===== src/rtl/mux_key_pkg.sv =====
// Shared defaults for the key->data lookup mux.
package mux_key_pkg;

  localparam int DEF_NR_KEY   = 6;
  localparam int DEF_KEY_LEN  = 3;
  localparam int DEF_DATA_LEN = 2;
  localparam int DEF_REG_OUT  = 0;

endpackage : mux_key_pkg


===== src/rtl/mux_key_core.sv =====
// Combinational priority search over a packed {key,data} table; lowest index wins.
module mux_key_core
  import mux_key_pkg::*;
#(
  parameter int NR_KEY   = DEF_NR_KEY,
  parameter int KEY_LEN  = DEF_KEY_LEN,
  parameter int DATA_LEN = DEF_DATA_LEN
) (
  input  logic [KEY_LEN-1:0]                   key,
  input  logic [NR_KEY*(KEY_LEN+DATA_LEN)-1:0] lut,
  output logic [DATA_LEN-1:0]                  sel_data,
  output logic                                 sel_hit
);

  localparam int PAIR = KEY_LEN + DATA_LEN;

  logic [KEY_LEN-1:0]  tbl_key_s  [NR_KEY];
  logic [DATA_LEN-1:0] tbl_data_s [NR_KEY];

  for (genvar i = 0; i < NR_KEY; i++) begin : g_tbl
    assign tbl_key_s[i]  = lut[(NR_KEY-i)*PAIR-1 -: KEY_LEN];
    assign tbl_data_s[i] = lut[(NR_KEY-i)*PAIR-KEY_LEN-1 -: DATA_LEN];
  end

  // Walk from the highest index down so the lowest matching entry is the last
  // to write; an X/Z key makes the compare non-true and so never matches.
  always_comb begin
    sel_data = {DATA_LEN{1'b0}};
    sel_hit  = 1'b0;
    for (int i = NR_KEY - 1; i >= 0; i--) begin
      if (tbl_key_s[i] == key) begin
        sel_data = tbl_data_s[i];
        sel_hit  = 1'b1;
      end else begin
        sel_data = sel_data;
        sel_hit  = sel_hit;
      end
    end
  end

endmodule : mux_key_core


===== src/rtl/mux_key.sv =====
// Key->data lookup mux with an optional one-cycle output register.
module mux_key
  import mux_key_pkg::*;
#(
  parameter int NR_KEY   = DEF_NR_KEY,
  parameter int KEY_LEN  = DEF_KEY_LEN,
  parameter int DATA_LEN = DEF_DATA_LEN,
  parameter int REG_OUT  = DEF_REG_OUT
) (
  input  logic                                 clk,
  input  logic                                 rst_n,
  input  logic [KEY_LEN-1:0]                   key,
  input  logic [NR_KEY*(KEY_LEN+DATA_LEN)-1:0] lut,
  output logic [DATA_LEN-1:0]                  out,
  output logic                                 hit
);

  if (NR_KEY < 1 || KEY_LEN < 1 || DATA_LEN < 1) begin : g_bad_size
    $error("mux_key: NR_KEY, KEY_LEN and DATA_LEN must each be >= 1");
  end
  if (REG_OUT != 0 && REG_OUT != 1) begin : g_bad_reg
    $error("mux_key: REG_OUT must be 0 or 1");
  end

  logic [DATA_LEN-1:0] sel_data_s;
  logic                sel_hit_s;

  mux_key_core #(
    .NR_KEY   (NR_KEY),
    .KEY_LEN  (KEY_LEN),
    .DATA_LEN (DATA_LEN)
  ) u_core (
    .key      (key),
    .lut      (lut),
    .sel_data (sel_data_s),
    .sel_hit  (sel_hit_s)
  );

  if (REG_OUT == 1) begin : g_reg
    logic [DATA_LEN-1:0] out_q;
    logic                hit_q;

    // Output register; reset clears without waiting for a clock edge.
    always_ff @(posedge clk or negedge rst_n) begin
      if (!rst_n) begin
        out_q <= {DATA_LEN{1'b0}};
        hit_q <= 1'b0;
      end else begin
        out_q <= sel_data_s;
        hit_q <= sel_hit_s;
      end
    end

    assign out = out_q;
    assign hit = hit_q;
  end else begin : g_comb
    // Clock and reset have no role in the combinational configuration.
    logic unused_s;
    assign unused_s = clk ^ rst_n;
    assign out      = sel_data_s;
    assign hit      = sel_hit_s;
  end

endmodule : mux_key


===== config.mk =====
export PLATFORM = sky130hd
export DESIGN_NAME = mux_key
export DESIGN_NICKNAME = d
export VERILOG_FILES = /design/src/rtl/mux_key_pkg.sv /design/src/rtl/mux_key_core.sv /design/src/rtl/mux_key.sv
export SDC_FILE = /design/constraint.sdc
export NUM_CORES = 1
export LEC_CHECK = 0
export ABC_AREA = 1
export BUFFER_PORTS_ARGS = -buffer_cell sky130_fd_sc_hd__buf_2
export CAP_MARGIN = 10
export CORE_AREA = 2 2 39 41
export DETAILED_ROUTE_END_ITERATION = 10
export DIE_AREA = 0 0 41 43
export GPL_TIMING_DRIVEN = 0
export PLACE_DENSITY = 0.76
export RECOVER_POWER = 25
export SLEW_MARGIN = 20
export SYNTH_ARGS = -nofsm -noshare
export SYNTH_HDL_FRONTEND = slang
export SYNTH_SLANG_ARGS = --single-unit

===== constraint.sdc =====
create_clock -name vclk -period 1.1
set_input_delay 0.11 -clock vclk [all_inputs]
set_output_delay 0.11 -clock vclk [all_outputs]
set_load 0.02 [all_outputs]

# ---- Word level (Yosys, flattened, before mapping)
# Index checks and enable logic that the tools add are counted.
# W data, S select, Z words.
dict set report word_totals {
  output_inout_bits 3
  word_cells 18
  ff_bits 0
}
dict set report classes {
  eq_ne 6
  n_mux 12
}
# op count
set ops {}
lappend ops {{$eq A3 B3 Y1} 6}
lappend ops {{$mux W2} 6}
lappend ops {{$mux W1} 6}

# ---- Longest topological paths before layout
# Gate-level depths: netlist of run 1.
dict set report logic_depth {
  depth_word 7
  mapped_depth 10
  mapped_depth_nobuf 9
}

# ---- Least setup slack after synthesis of run 1
# OpenSTA, ideal clock, no wires.
dict set report synth_timing {
  path_type {input-to-output}
  startpoint {input port key[2]}
  endpoint {output port out[1]}
  stages 8
  arrival_time_ps 1071
  setup_slack_ps -81
  path_cell_list {buf_6 inv_2 nand2_1 nand2_1 nand3_2 o21ai_0 nor2_1 a21oi_1}
}
dict set report synth_via {
  elab_chain_cells 7
  word_cells_on_any_way 12
  cone_classes {eq/ne: 6; mux: 6}
}
# item line_no
set synth_lines {}
lappend synth_lines {{from (decl)} mux_key.sv:12} ;# input logic [KEY_LEN-1:0] key,
lappend synth_lines {{$eq A3 B3 Y1} mux_key_core.sv:31} ;# if (tbl_key_s[i] == key) begin
lappend synth_lines {{$mux W2 (5 in series)} mux_key_core.sv:31}
lappend synth_lines {{$mux W2 *} mux_key_core.sv:31}
lappend synth_lines {{to (decl)} mux_key.sv:14} ;# output logic [DATA_LEN-1:0] out,
# Every way passes the cells marked *; elsewhere a longest branch is shown, timed or not.

# ---- Final worst setup path of run 1
dict set report layout_timing {
  startpoint {input port key[1]}
  endpoint {output port out[1]}
}
# The elaborated chain is that of the path after synthesis.

==> impl_metrics.tcl, run 1 <==
set metrics [dict create \
    worstMarginPinSlew_ns 0.213 \
    cp.required_ns 0.99 \
    first_pass_iters 4 \
    dp_cells 137 \
    report.final.slew_viol_count 0 \
    hold_buffers 0 \
    grt_max_degree 8 \
    io_pins 38 \
    antenna_found_initial 0 \
    start_util_pct 33.7 \
    final_cells 139 \
    p_leak_nw 0.509 \
    overflow 0 \
    status "complete, but fails checks" \
    peakVddDrop_v 0.000220 \
    power.density_mw_per_mm2 507 \
    n_clock_buffer 0 \
    worstHoldPathType "primary input to primary output" \
    synth_area_sq_um 467 \
    max_freq_mhz 832 \
    grt_pass1_vias 512 \
    ys_seq_area_share_pct 0 \
    grtUsageTotal_pct 14.5 \
    crit_arrival_ns 1.09 \
    drc 0 \
    die_area_sq_mm 0.00176 \
    endpoint_kind "primary output" \
    avgSynthCellArea_sq_um 5.30 \
    ys_types 14 \
    numPortBuffers 33 \
    rsz0062_at_grt "true" \
    maxCapViolCount 0 \
    num_rows 14 \
    wl_per_cell_um 10.9 \
    finalNetCount 160 \
    area.sequential_sq_um 0 \
    worstSetupPathType "primary input to primary output" \
    setup_tns_ns -0.273 \
    dieHeight_um 43 \
    fillers 127 \
    die_w_um 41 \
    grt_pass1_wl_mm 1.86 \
    drive_gt1_share_pct 58.5 \
    finalCriticalPeriod_ns 1.20 \
    routed_wl_mm 1.51 \
    synth_cells 88 \
    setup_viol 3 \
    startpoint_type "primary input" \
    routabilityCongestion 0.782 \
    finalWorstSetupSlack_ns -0.101 \
    finalHoldViolCount 0 \
    antenna_left 0 \
    worst-path-max-fanout 6 \
    antenna_cells 0 \
    drt-initial-drc-count 12 \
    area_delta_synth_final_pct 91.7 \
    syn_nets 123 \
    viasPerCell 4.84 \
    vias 673 \
    slew_headroom_pct 85.7 \
    fin_crit_sh_pct 109 \
    dp_hpwl_mm 1.03 \
    nFlopsAndLatches 0 \
    core_sq_mm 0.00138 \
    violations "negative setup slack" \
    yosys_warnings 0 \
]
## worst paths after layout
path	startpoint	to	slack (ns)	depth (start not counted)
setup / recovery	key[1]	out[1]	-0.10	7
hold / removal	lut[25]	out[0]	0.52	4
## placed cells by master (no fill, tap or decap)
| master | count |
|---|---|
| buf_2 | 27 |
| nand3_1 | 1 |
| nor2_2 | 1 |
| buf_6 | 5 |
| nor2_1 | 4 |
| a21oi_1 | 1 |
| or3_1 | 1 |
| xnor2_2 | 3 |
| nand2_1 | 22 |
| xnor2_1 | 5 |
| inv_8 | 1 |
| nand3_2 | 5 |
| buf_12 | 3 |
| buf_4 | 3 |
| inv_2 | 3 |
| inv_1 | 12 |
| nand3_4 | 3 |
| o21ai_0 | 1 |
| nand2_2 | 8 |
| nand4_1 | 4 |
| xnor2_4 | 2 |
| inv_6 | 1 |
| nand2_4 | 5 |
| a21oi_2 | 2 |
## kinds of logic (layout without fill, tap and decap cells)
family,Yosys count,after routing,synth area share (%)
AO/OA/AOI/OAI,4,4,4.29
buffers and inverters,20,55,20.9
AND/OR/NAND/NOR,54,54,52.8
XOR/XNOR,10,10,22.0
## synthesized netlist by cell type, drive strengths merged
master | n | area [sq um]
inv | 17 | 63.8
nand2 | 35 | 136
a21oi | 3 | 15.0
or3 | 1 | 6.26
nor2 | 5 | 18.8
buf | 3 | 33.8
o21ai | 1 | 5.00
nand4 | 4 | 25.0
xnor2 | 10 | 103
nand3 | 9 | 60.1
## power by group
group	total, W	leakage (nW)	switching (W)	internal, W
sequential	0	0	0	0
clock	0	0	0	0
combinational	0.000454	0.509	0.000227	0.000227
total	0.000454	0.509	0.000227	0.000227
## layout make-up
class                           count  area [sq um]  share of cell area (%)
Buffer                              3          60.1                    6.71
Tap cell                           16          20.0                    2.24
Timing Repair Buffer               35           214                    23.9
Inverter                           17          76.3                    8.53
Multi-Input combinational cell     68           524                    58.6
## stage by stage
stage / power (W) / utilization (%) / setup slack, ns / cell area (sq um) / hold slack (ns)
3_5_place_dp: 0.000303 / 47.4 / -0.108 / 656 / 0.534
4_1_cts: 0.000354 / 53.1 / -0.0854 / 734 / 0.535
5_1_grt: 0.000490 / 64.6 / -0.173 / 895 / 0.552
3_3_place_gp: 0.000297 / 47.4 / -0.0976 / 656 / 0.533
6_report: 0.000454 / 64.6 / -0.101 / 895 / 0.518
2_1_floorplan: 0.000203 / - / 0.00213 / 470 / 0.393
## worst max-delay path: stages
cell	delay [ns]
buf_12	0.13
xnor2_4	0.19
nand3_4	0.12
o21ai_0	0.20
nor2_1	0.07
a21oi_2	0.14
buf_6	0.13
## per-layer routing
metal | vias to the layer above | wire, um | track usage (%)
met5 | - | 0 | 0
met4 | 0 | 34 | 0
met3 | 4 | 94 | 0.524
met2 | 28 | 865 | 29.7
met1 | 303 | 514 | 15.7
li1 | 338 | - | -
## what timing repair did
| item | CTS | global route |
|---|---|---|
| resized for setup | 19 | 35 |
| hold endpoints to repair | 0 | 0 |
| pin swaps | 4 | 13 |
| setup endpoints to repair | 3 | 3 |
| buffers inserted | 1 | 1 |
(Power assumes the default switching activity.)
==> run 2: changes to the inputs <==
BUFFER_PORTS_ARGS = -buffer_cell sky130_fd_sc_hd__buf_4   (was -buffer_cell sky130_fd_sc_hd__buf_2)
==> impl_metrics.tcl, run 2 (synthesis gave the netlist of run 1 again) <==
set metrics [dict create \
    overflow 0 \
    violations "negative setup slack" \
    finalCriticalPeriod_ns 1.21 \
    place_area_sq_um 738 \
    grt_pass1_wl_mm 2.05 \
    drt-initial-drc-count 3 \
    report.final.slew_viol_count 0 \
    p_total_w 0.000511 \
    layout_commonest_cell "buf_4" \
    grt_pass1_vias 574 \
    slew_headroom_pct 87.2 \
    dieHeight_um 43 \
    max_freq_mhz 827 \
    finalHoldViolCount 0 \
    start_util_pct 33.7 \
    peakVddDrop_v 0.000256 \
    n_clock_buffer 0 \
    worstMarginPinSlew_ns 0.191 \
    antenna_left 0 \
    crit_arrival_ns 1.10 \
    cp.required_ns 0.99 \
    worstHoldPathType "primary input to primary output" \
    rsz0062_at_grt "true" \
    min-delay-start "lut[25]" \
    p_leak_nw 0.540 \
    fin_crit_sh_pct 110 \
    setup_viol 3 \
    grtUsageTotal_pct 15.5 \
    finalNetCount 162 \
    viasPerCell 4.88 \
    io_pins 38 \
    maxCapViolCount 0 \
    hold_path_end "out[0]" \
    power.density_mw_per_mm2 507 \
    num_rows 14 \
    drive_gt1_share_pct 61.6 \
    die_w_um 41 \
    worstHoldPathCells 4 \
    stdcell_area_sq_mm 0.00101 \
    finalWorstSetupSlack_ns -0.109 \
    final_cell_mix "buf_4 (32), nand2_1 (18), inv_1 (12), nand2_2 (10), nand2_4 (7)" \
    worstSetupPathType "primary input to primary output" \
    routabilityCongestion 0.810 \
    drc 0 \
    wl_per_cell_um 11.9 \
    status "complete, but fails checks" \
    dp_hpwl_mm 1.10 \
    hold_buffers 0 \
    vias 688 \
    grt_max_degree 8 \
    endpoint_kind "primary output" \
    area.sequential_sq_um 0 \
    routed_wl_mm 1.68 \
    core_sq_mm 0.00138 \
    antenna_found_initial 0 \
    setup_tns_ns -0.237 \
    startpoint_type "primary input" \
    numPortBuffers 33 \
    worst-path-max-fanout 6 \
    antenna_cells 0 \
    nFlopsAndLatches 0 \
    die_area_sq_mm 0.00176 \
    first_pass_iters 4 \
    area_delta_synth_final_pct 116 \
]
## run 2: cell types whose count changed in the layout (fill, tap and decap cells not counted), moves of 2 or more
cell	before	now
nand2_4	5	7
buf_4	3	32
nand2_2	8	10
xnor2_2	3	1
buf_2	27	0
nand2_1	22	18
## run 2: how the worst max path moves through the flow
stage	slack (ns)	startpoint	depth (start not counted)	endpoint
floorplan	0.002	key[0]	7	hit
global placement	-0.11	key[0]	8	hit
detailed placement	-0.13	key[0]	8	hit
CTS	-0.11	key[1]	6	hit
global route	-0.13	key[2]	8	hit
finish	-0.11	key[1]	6	hit
## run 2: through the flow
step                      setup WS, ns  hold WS (ns)  std cells  utilization (%)
after floorplan                0.00213         0.393         88                -
after global placement          -0.110         0.516        137             53.3
after detailed placement        -0.129         0.519        137             53.3
after CTS                       -0.110         0.520        140             59.0
after global routing            -0.128         0.529        141             72.8
final                           -0.109         0.512        141             72.8
## run 2: repair_timing
action                     4_1_cts  5_1_grt
buffers inserted                 3        1
pin swaps                        8       20
gates resized for setup         14       44
setup endpoints to repair        3        3
## run 2: routing by layer
metal  routed length [um]  vias up  share of wire, %  GRT usage, %
met4                   71        0               4.2          2.00
met2                  957       30                57          30.3
met5                    0        -                 0             0
met3                   99        8               5.9         0.524
li1                     -      341                 -             -
met1                  556      309                33          17.3
## run 2: worst max-delay path: stages
cell	delay, ns
buf_12	0.13
xnor2_1	0.14
nand3_2	0.10
nand2_4	0.08
or3_4	0.39
buf_6	0.14
## run 2: power by group
group          switching [W]  leakage (nW)  internal (W)  total [W]
logic               0.000239         0.540      0.000271   0.000511
clock network              0             0             0          0
registers                  0             0             0          0
total               0.000239         0.540      0.000271   0.000511
## run 2: final cells by class
class / instances / area (sq um)
multi-input combinational: 68 / 552
inverter: 17 / 78.8
fill: 118 / 377
timing repair buffer: 37 / 297
tap: 16 / 20.0
buffer: 3 / 60.1
